--- src/rtl/fp16_pkg.sv ---
// Shared fp16 field layout, special encodings and classification helpers.
package fp16_pkg;

  localparam int EXP_W = 5;
  localparam int MAN_W = 10;
  localparam int BIAS  = 15;

  // All-ones exponent marks Inf/NaN.
  localparam logic [EXP_W-1:0] EXP_SPECIAL = 5'(2 * BIAS + 1);

  localparam logic [15:0] FP16_POS_ZERO = 16'h0000;
  localparam logic [15:0] FP16_QNAN     = 16'h7E00;
  localparam logic [15:0] FP16_POS_INF  = 16'h7C00;
  localparam logic [15:0] FP16_NEG_INF  = 16'hFC00;

  typedef struct packed {
    logic             sign;
    logic [EXP_W-1:0] exp;
    logic [MAN_W-1:0] man;
  } fp16_t;

  function automatic logic is_nan(input fp16_t v);
    return (v.exp == EXP_SPECIAL) && (v.man != {MAN_W{1'b0}});
  endfunction

  function automatic logic is_inf(input fp16_t v);
    return (v.exp == EXP_SPECIAL) && (v.man == {MAN_W{1'b0}});
  endfunction

  // Leading-zero count of a 14-bit vector; 14 when the vector is zero.
  function automatic logic [3:0] lzc14(input logic [13:0] v);
    logic [3:0] n;
    n = 4'd14;
    for (int i = 0; i < 14; i++) begin
      if (v[i]) begin
        n = 4'(13 - i);
      end else begin
        n = n;
      end
    end
    return n;
  endfunction

endpackage

--- src/rtl/fp16_add.sv ---
// Combinational fp16 adder: subnormals flushed to zero, round-to-nearest-even,
// canonical qNaN, overflow to signed infinity, cancellation to +0.
module fp16_add
  import fp16_pkg::*;
(
  input  logic [15:0] a_i,
  input  logic [15:0] b_i,
  output logic [15:0] sum_o
);

  fp16_t              a_s, b_s, big_s, small_s;
  logic [4:0]         exp_diff_s;
  logic [26:0]        small_full_s;
  logic [13:0]        big_al_s, small_al_s, norm_s;
  logic [14:0]        raw_s;
  logic [3:0]         lz_s;
  logic [11:0]        mant_r_s;
  logic [9:0]         frac_s;
  logic               rnd_up_s;
  logic signed [6:0]  exp_big_s, exp_n_s, exp_r_s;
  logic [15:0]        norm_res_s;

  assign a_s = a_i;
  assign b_s = b_i;

  // Finite datapath: align the smaller magnitude, add/sub, normalise, round.
  always_comb begin
    if ({b_s.exp, b_s.man} > {a_s.exp, a_s.man}) begin
      big_s   = b_s;
      small_s = a_s;
    end else begin
      big_s   = a_s;
      small_s = b_s;
    end
    exp_diff_s   = big_s.exp - small_s.exp;
    // 16 spare bits below the mantissa keep guard/round exact; the rest folds into sticky.
    small_full_s = {1'b1, small_s.man, 16'h0000} >> exp_diff_s;
    small_al_s   = {small_full_s[26:14], |small_full_s[13:0]};
    big_al_s     = {1'b1, big_s.man, 3'b000};
    if (big_s.sign ^ small_s.sign) begin
      raw_s = {1'b0, big_al_s} - {1'b0, small_al_s};
    end else begin
      raw_s = {1'b0, big_al_s} + {1'b0, small_al_s};
    end
    exp_big_s = signed'({2'b00, big_s.exp});
    lz_s      = lzc14(raw_s[13:0]);
    if (raw_s[14]) begin
      norm_s  = {raw_s[14:2], raw_s[1] | raw_s[0]};
      exp_n_s = exp_big_s + 7'sd1;
    end else begin
      norm_s  = raw_s[13:0] << lz_s;
      exp_n_s = exp_big_s - signed'({3'b000, lz_s});
    end
    rnd_up_s = norm_s[2] & (norm_s[1] | norm_s[0] | norm_s[3]);
    mant_r_s = {1'b0, norm_s[13:3]} + {11'd0, rnd_up_s};
    if (mant_r_s[11]) begin
      exp_r_s = exp_n_s + 7'sd1;
      frac_s  = mant_r_s[10:1];
    end else begin
      exp_r_s = exp_n_s;
      frac_s  = mant_r_s[9:0];
    end
    if (raw_s == 15'd0) begin
      norm_res_s = FP16_POS_ZERO;
    end else if (exp_r_s >= signed'({2'b00, EXP_SPECIAL})) begin
      norm_res_s = big_s.sign ? FP16_NEG_INF : FP16_POS_INF;
    end else if (exp_r_s <= 7'sd0) begin
      norm_res_s = FP16_POS_ZERO;
    end else begin
      norm_res_s = {big_s.sign, exp_r_s[4:0], frac_s};
    end
  end

  // Special-operand selection ahead of the finite datapath result.
  always_comb begin
    if (is_nan(a_s) || is_nan(b_s) ||
        (is_inf(a_s) && is_inf(b_s) && (a_s.sign != b_s.sign))) begin
      sum_o = FP16_QNAN;
    end else if (is_inf(a_s)) begin
      sum_o = a_s;
    end else if (is_inf(b_s)) begin
      sum_o = b_s;
    end else if ((a_s.exp == 5'd0) && (b_s.exp == 5'd0)) begin
      sum_o = {a_s.sign & b_s.sign, 15'd0};
    end else if (a_s.exp == 5'd0) begin
      sum_o = b_s;
    end else if (b_s.exp == 5'd0) begin
      sum_o = a_s;
    end else begin
      sum_o = norm_res_s;
    end
  end

endmodule

--- src/rtl/fp16_accumulator.sv ---
// Streaming fp16 accumulator: running sum per accepted sample, cleared after tlast,
// results delivered through a LATENCY-deep output pipeline.
module fp16_accumulator
  import fp16_pkg::*;
#(
  parameter int LATENCY = 2
) (
  input  logic        aclk,
  input  logic        aresetn,
  input  logic        s_axis_a_tvalid,
  input  logic [15:0] s_axis_a_tdata,
  input  logic        s_axis_a_tlast,
  output logic        m_axis_result_tvalid,
  output logic [15:0] m_axis_result_tdata,
  output logic        m_axis_result_tlast
);

  logic [15:0]               acc_q, acc_d, sum_s;
  logic [LATENCY-1:0]        vld_q, vld_d, last_q, last_d;
  logic [LATENCY-1:0][15:0]  data_q, data_d;

  fp16_add u_add (
    .a_i   (acc_q),
    .b_i   (s_axis_a_tdata),
    .sum_o (sum_s)
  );

  // Next accumulator value and pipeline shift; idle slots carry zero data.
  always_comb begin
    acc_d  = acc_q;
    vld_d  = vld_q;
    last_d = last_q;
    data_d = data_q;
    if (s_axis_a_tvalid) begin
      if (s_axis_a_tlast) begin
        acc_d = FP16_POS_ZERO;
      end else begin
        acc_d = sum_s;
      end
      data_d[0] = sum_s;
    end else begin
      acc_d     = acc_q;
      data_d[0] = 16'h0000;
    end
    vld_d[0]  = s_axis_a_tvalid;
    last_d[0] = s_axis_a_tvalid & s_axis_a_tlast;
    for (int i = 1; i < LATENCY; i++) begin
      vld_d[i]  = vld_q[i-1];
      last_d[i] = last_q[i-1];
      data_d[i] = data_q[i-1];
    end
  end

  // Accumulator and output pipeline registers.
  always_ff @(posedge aclk or negedge aresetn) begin
    if (!aresetn) begin
      acc_q  <= FP16_POS_ZERO;
      vld_q  <= {LATENCY{1'b0}};
      last_q <= {LATENCY{1'b0}};
      data_q <= {LATENCY{16'h0000}};
    end else begin
      acc_q  <= acc_d;
      vld_q  <= vld_d;
      last_q <= last_d;
      data_q <= data_d;
    end
  end

  assign m_axis_result_tvalid = vld_q[LATENCY-1];
  assign m_axis_result_tdata  = data_q[LATENCY-1];
  assign m_axis_result_tlast  = last_q[LATENCY-1];

endmodule

--- config.mk ---
export PLATFORM = sky130hd
export DESIGN_NAME = fp16_accumulator
export DESIGN_NICKNAME = d
export VERILOG_FILES = /design/src/rtl/fp16_pkg.sv /design/src/rtl/fp16_add.sv /design/src/rtl/fp16_accumulator.sv
export SDC_FILE = /design/constraint.sdc
export NUM_CORES = 1
export LEC_CHECK = 0
export ABC_AREA = 1
export CORE_MARGIN = 2
export CORE_UTILIZATION = 50
export CTS_BUF_LIST = sky130_fd_sc_hd__clkbuf_16
export CTS_CLUSTER_DIAMETER = 30
export DETAILED_ROUTE_END_ITERATION = 7
export GPL_TIMING_DRIVEN = 0
export PLACE_DENSITY_LB_ADDON = 0.25
export REMOVE_ABC_BUFFERS = 1
export SYNTH_ARGS = -nofsm -noshare
export SYNTH_HDL_FRONTEND = slang
export SYNTH_SLANG_ARGS = --single-unit
--- constraint.sdc ---
create_clock -name aclk -period 14.31 [get_ports aclk]
set_input_delay 2.862 -clock aclk [delete_from_list [all_inputs] [get_ports aclk]]
set_output_delay 2.862 -clock aclk [all_outputs]
set_load 0.01 [all_outputs]
==> summary.md <==
| Metric | Value |
|---|---|
| Chip height | 125.5 µm |
| Worst Hold Class | register to register |
| Post-DP HPWL | 15700 µm |
| Setup TNS | 0 ps |
| P&R area growth vs syn | 6.372% |
| First-pass GRT wire length | 33150 µm |
| Post-synthesis sequential element count | 52 |
| CTS root buffer | clkbuf_16 |
| Core area | 0.01448 mm² |
| Hold Fails Final Rpt | 0 |
| Crit path top cell by count | nand2_1 |
| CTS tree | done |
| Setup-failing EPs final | 0 |
| Total GRT Usage | 24.80% |
| Multi-input logic area | 0.005167 mm² |
| Longest Clk Path Bufs | 2 |
| Post-CTS setup buffer count | 0 |
| Crit path time final | 13360 ps |
| WP data required | 14540 ps |
| Initial Utilization | 50.99% |
| CP max stage delay | 790 ps |
| Total gr overflow | 0 |
| Sequential cell area | 0.001301 mm² |
| Vias post-DR | 7777 |
| Main flop type after synthesis | dfrtp_1 |
| Cts hold-fix bufs | 0 |
| Cells after Synth | 1230 |
| Vias/cell | 5.492 |
| CP arrival | 13580 ps |
| Number of flops mapped to enable cells by yosys | 0 |
| 1st-iter DRT viols | 835 |
| Max Transition Viols Final | 0 |
| Synth Cell Area | 0.007383 mm² |
| Largest net degree at the start of global routing | 49 |
| Detail Route Antenna Nets | 0 |
| WL final | 19750 µm |
| Worst-path clk slew | 60 ps |
| Startpoint types | input port |
| H-tree Lvls | 2 |
| Post-synthesis sequential area ratio | 17.62% |
| Yosys warns | 0 |
| Clock Skew | 4.078 ps |
| Fmax | 0.07486 GHz |
| Status | completed |
| Worst-Margin Slew | 1033 ps |
| Number of global-route vias before repair | 7088 |
| Final net count | 1299 |
| FILL cells | 1497 |
| Inserted Diodes | 0 |
| I/O pins | 38 |
| Insertion delay to the later sink of the worst-skew pair | 290 ps |
| R2r worst-path depth | 53 |
| Highest-count cells in the layout ignoring fill and taps | nand2_1 (416), nand3_1 (181), inv_1 (148) |
| Kind of critical path | input port to register |
| CP max FO | 48 |
| Endpoint class of the critical path | register |
| Number of cells after detailed placement | 1408 |
| Hold path depth | 0 |
| Initial DRT Pass Iterations | 7 |
| Ys async rst share | 100.0% |
| Routability cong. | 0.9640 |
| Fin crit share | 93.35% |
| IO Port Bufs | 37 |
| Unique cell type count in the Yosys netlist | 52 |
| Post-CTS Resized | 0 |
| CP max stage cell | ha_1 |
| Non-Filler Instances | 1416 |
| Worst slew margin | 30.62% |
| Layout cell share with drive strength beyond 1 | 8.279% |
| Initial antenna violation count | 0 |
| Unrepaired setup endpoints after global routing | no |
| Hold_ws | 346.3 ps |
| Routed wire per std cell | 13.95 µm |
| TritonCTS Sinks | 52 |
| Maxcap violations | 0 |
| Full die area | 0.01576 mm² |
| DRC | 0 |
| Commonest non-fill, non-tap cell in the layout | nand2_1 |
| Row Count | 44 |
| Syn_area_per_cell | 6.003 µm² |
| Number of CTS-inserted buffers | 5 |
| DIE WIDTH | 125.5 µm |
-- worst paths after layout --
path	from	to	slack (ps)
max in group asynchronous	aresetn	acc_q[10]	11360
min in group asynchronous	aresetn	data_d[18]	2460
setup / recovery	s_axis_a_tdata[10]	acc_q[2]	950
hold reg to reg	vld_q[0]	vld_q[1]	350
setup reg to reg	acc_q[10]	acc_q[2]	3440
hold / removal	vld_q[0]	vld_q[1]	350
-- per-layer routing --
layer	share of wire, %	GRT usage, %	up-vias
li1	-	-	3985
met1	47	34.63	3539
met2	45	40.67	214
met3	5.3	3.252	39
met4	2.5	6.209	0
met5	0	0	-
-- critical path: cells and delay by family --
family,cells,cell delay (ps)
adders and majority gates,4,2120
AOI/OAI and AO/OA,10,1930
xor gates and xnor gates,1,430
buffers and inverters,4,1210
and+or+nand+nor,34,4950
-- synthesized netlist by cell type (all sizes together) (2+ instances only) --
library cell	instances	area, µm²
nand2	447	1795
dfrtp	52	1301
a21oi	68	355.3
nor2	72	397.9
nand3	195	1069
nand4	24	171.4
o31ai	3	22.52
a211oi	4	30.03
inv	163	616.8
o21ai	56	295.3
and2	2	12.51
nor3	7	40.04
a21boi	3	26.27
xor2	16	140.1
ha	46	575.6
or2	2	12.51
o21a	2	15.01
o211ai	4	30.03
xnor2	4	35.03
buf	30	241.5
nor4	4	25.02
fa	2	40.04
a31oi	2	12.51
o21bai	2	26.28
clkbuf	14	52.55
-- logic make-up (layout without fill, tap and decap cells) --
logic type	count (synthesis)	after routing	synth area share, %
AND/OR/NAND/NOR	754	754	47.82
XOR/XNOR	20	20	2.372
AO/OA/AOI/OAI	148	148	11.46
flip-flops	52	52	17.62
buffers and inverters	208	210	12.39
adder cells (fa/ha/maj)	48	48	8.338
-- through the flow --
stage	cell area, µm²	util (%)	setup slack (ps)
after floorplan	7089	-	3344
after global placement	7690	53.11	809.5
after detailed placement	7705	53.21	790.9
after CTS	7850	54.22	1062
after global routing	7854	54.24	16.73
final	7854	54.24	951.8
-- state kept, by name, summed over array words and instances, names as in the netlist --
name and flops:
acc_q 16, vld_q 2, m_axis_result_tdata 16, data_d 16, last_q 2
-- cell type report --
cell class	instances	area share [%]
Inverter	164	7.950
Multi-Input combinational cell	970	65.80
Sequential cell	52	16.57
Clock buffer	5	1.593
Timing Repair Buffer	38	4.907
Tap cell	184	2.931
Clock inverter	3	0.2549
Power is not shown: default switching activity piles up to over one toggle a cycle in this logic, so the estimate is an artifact.
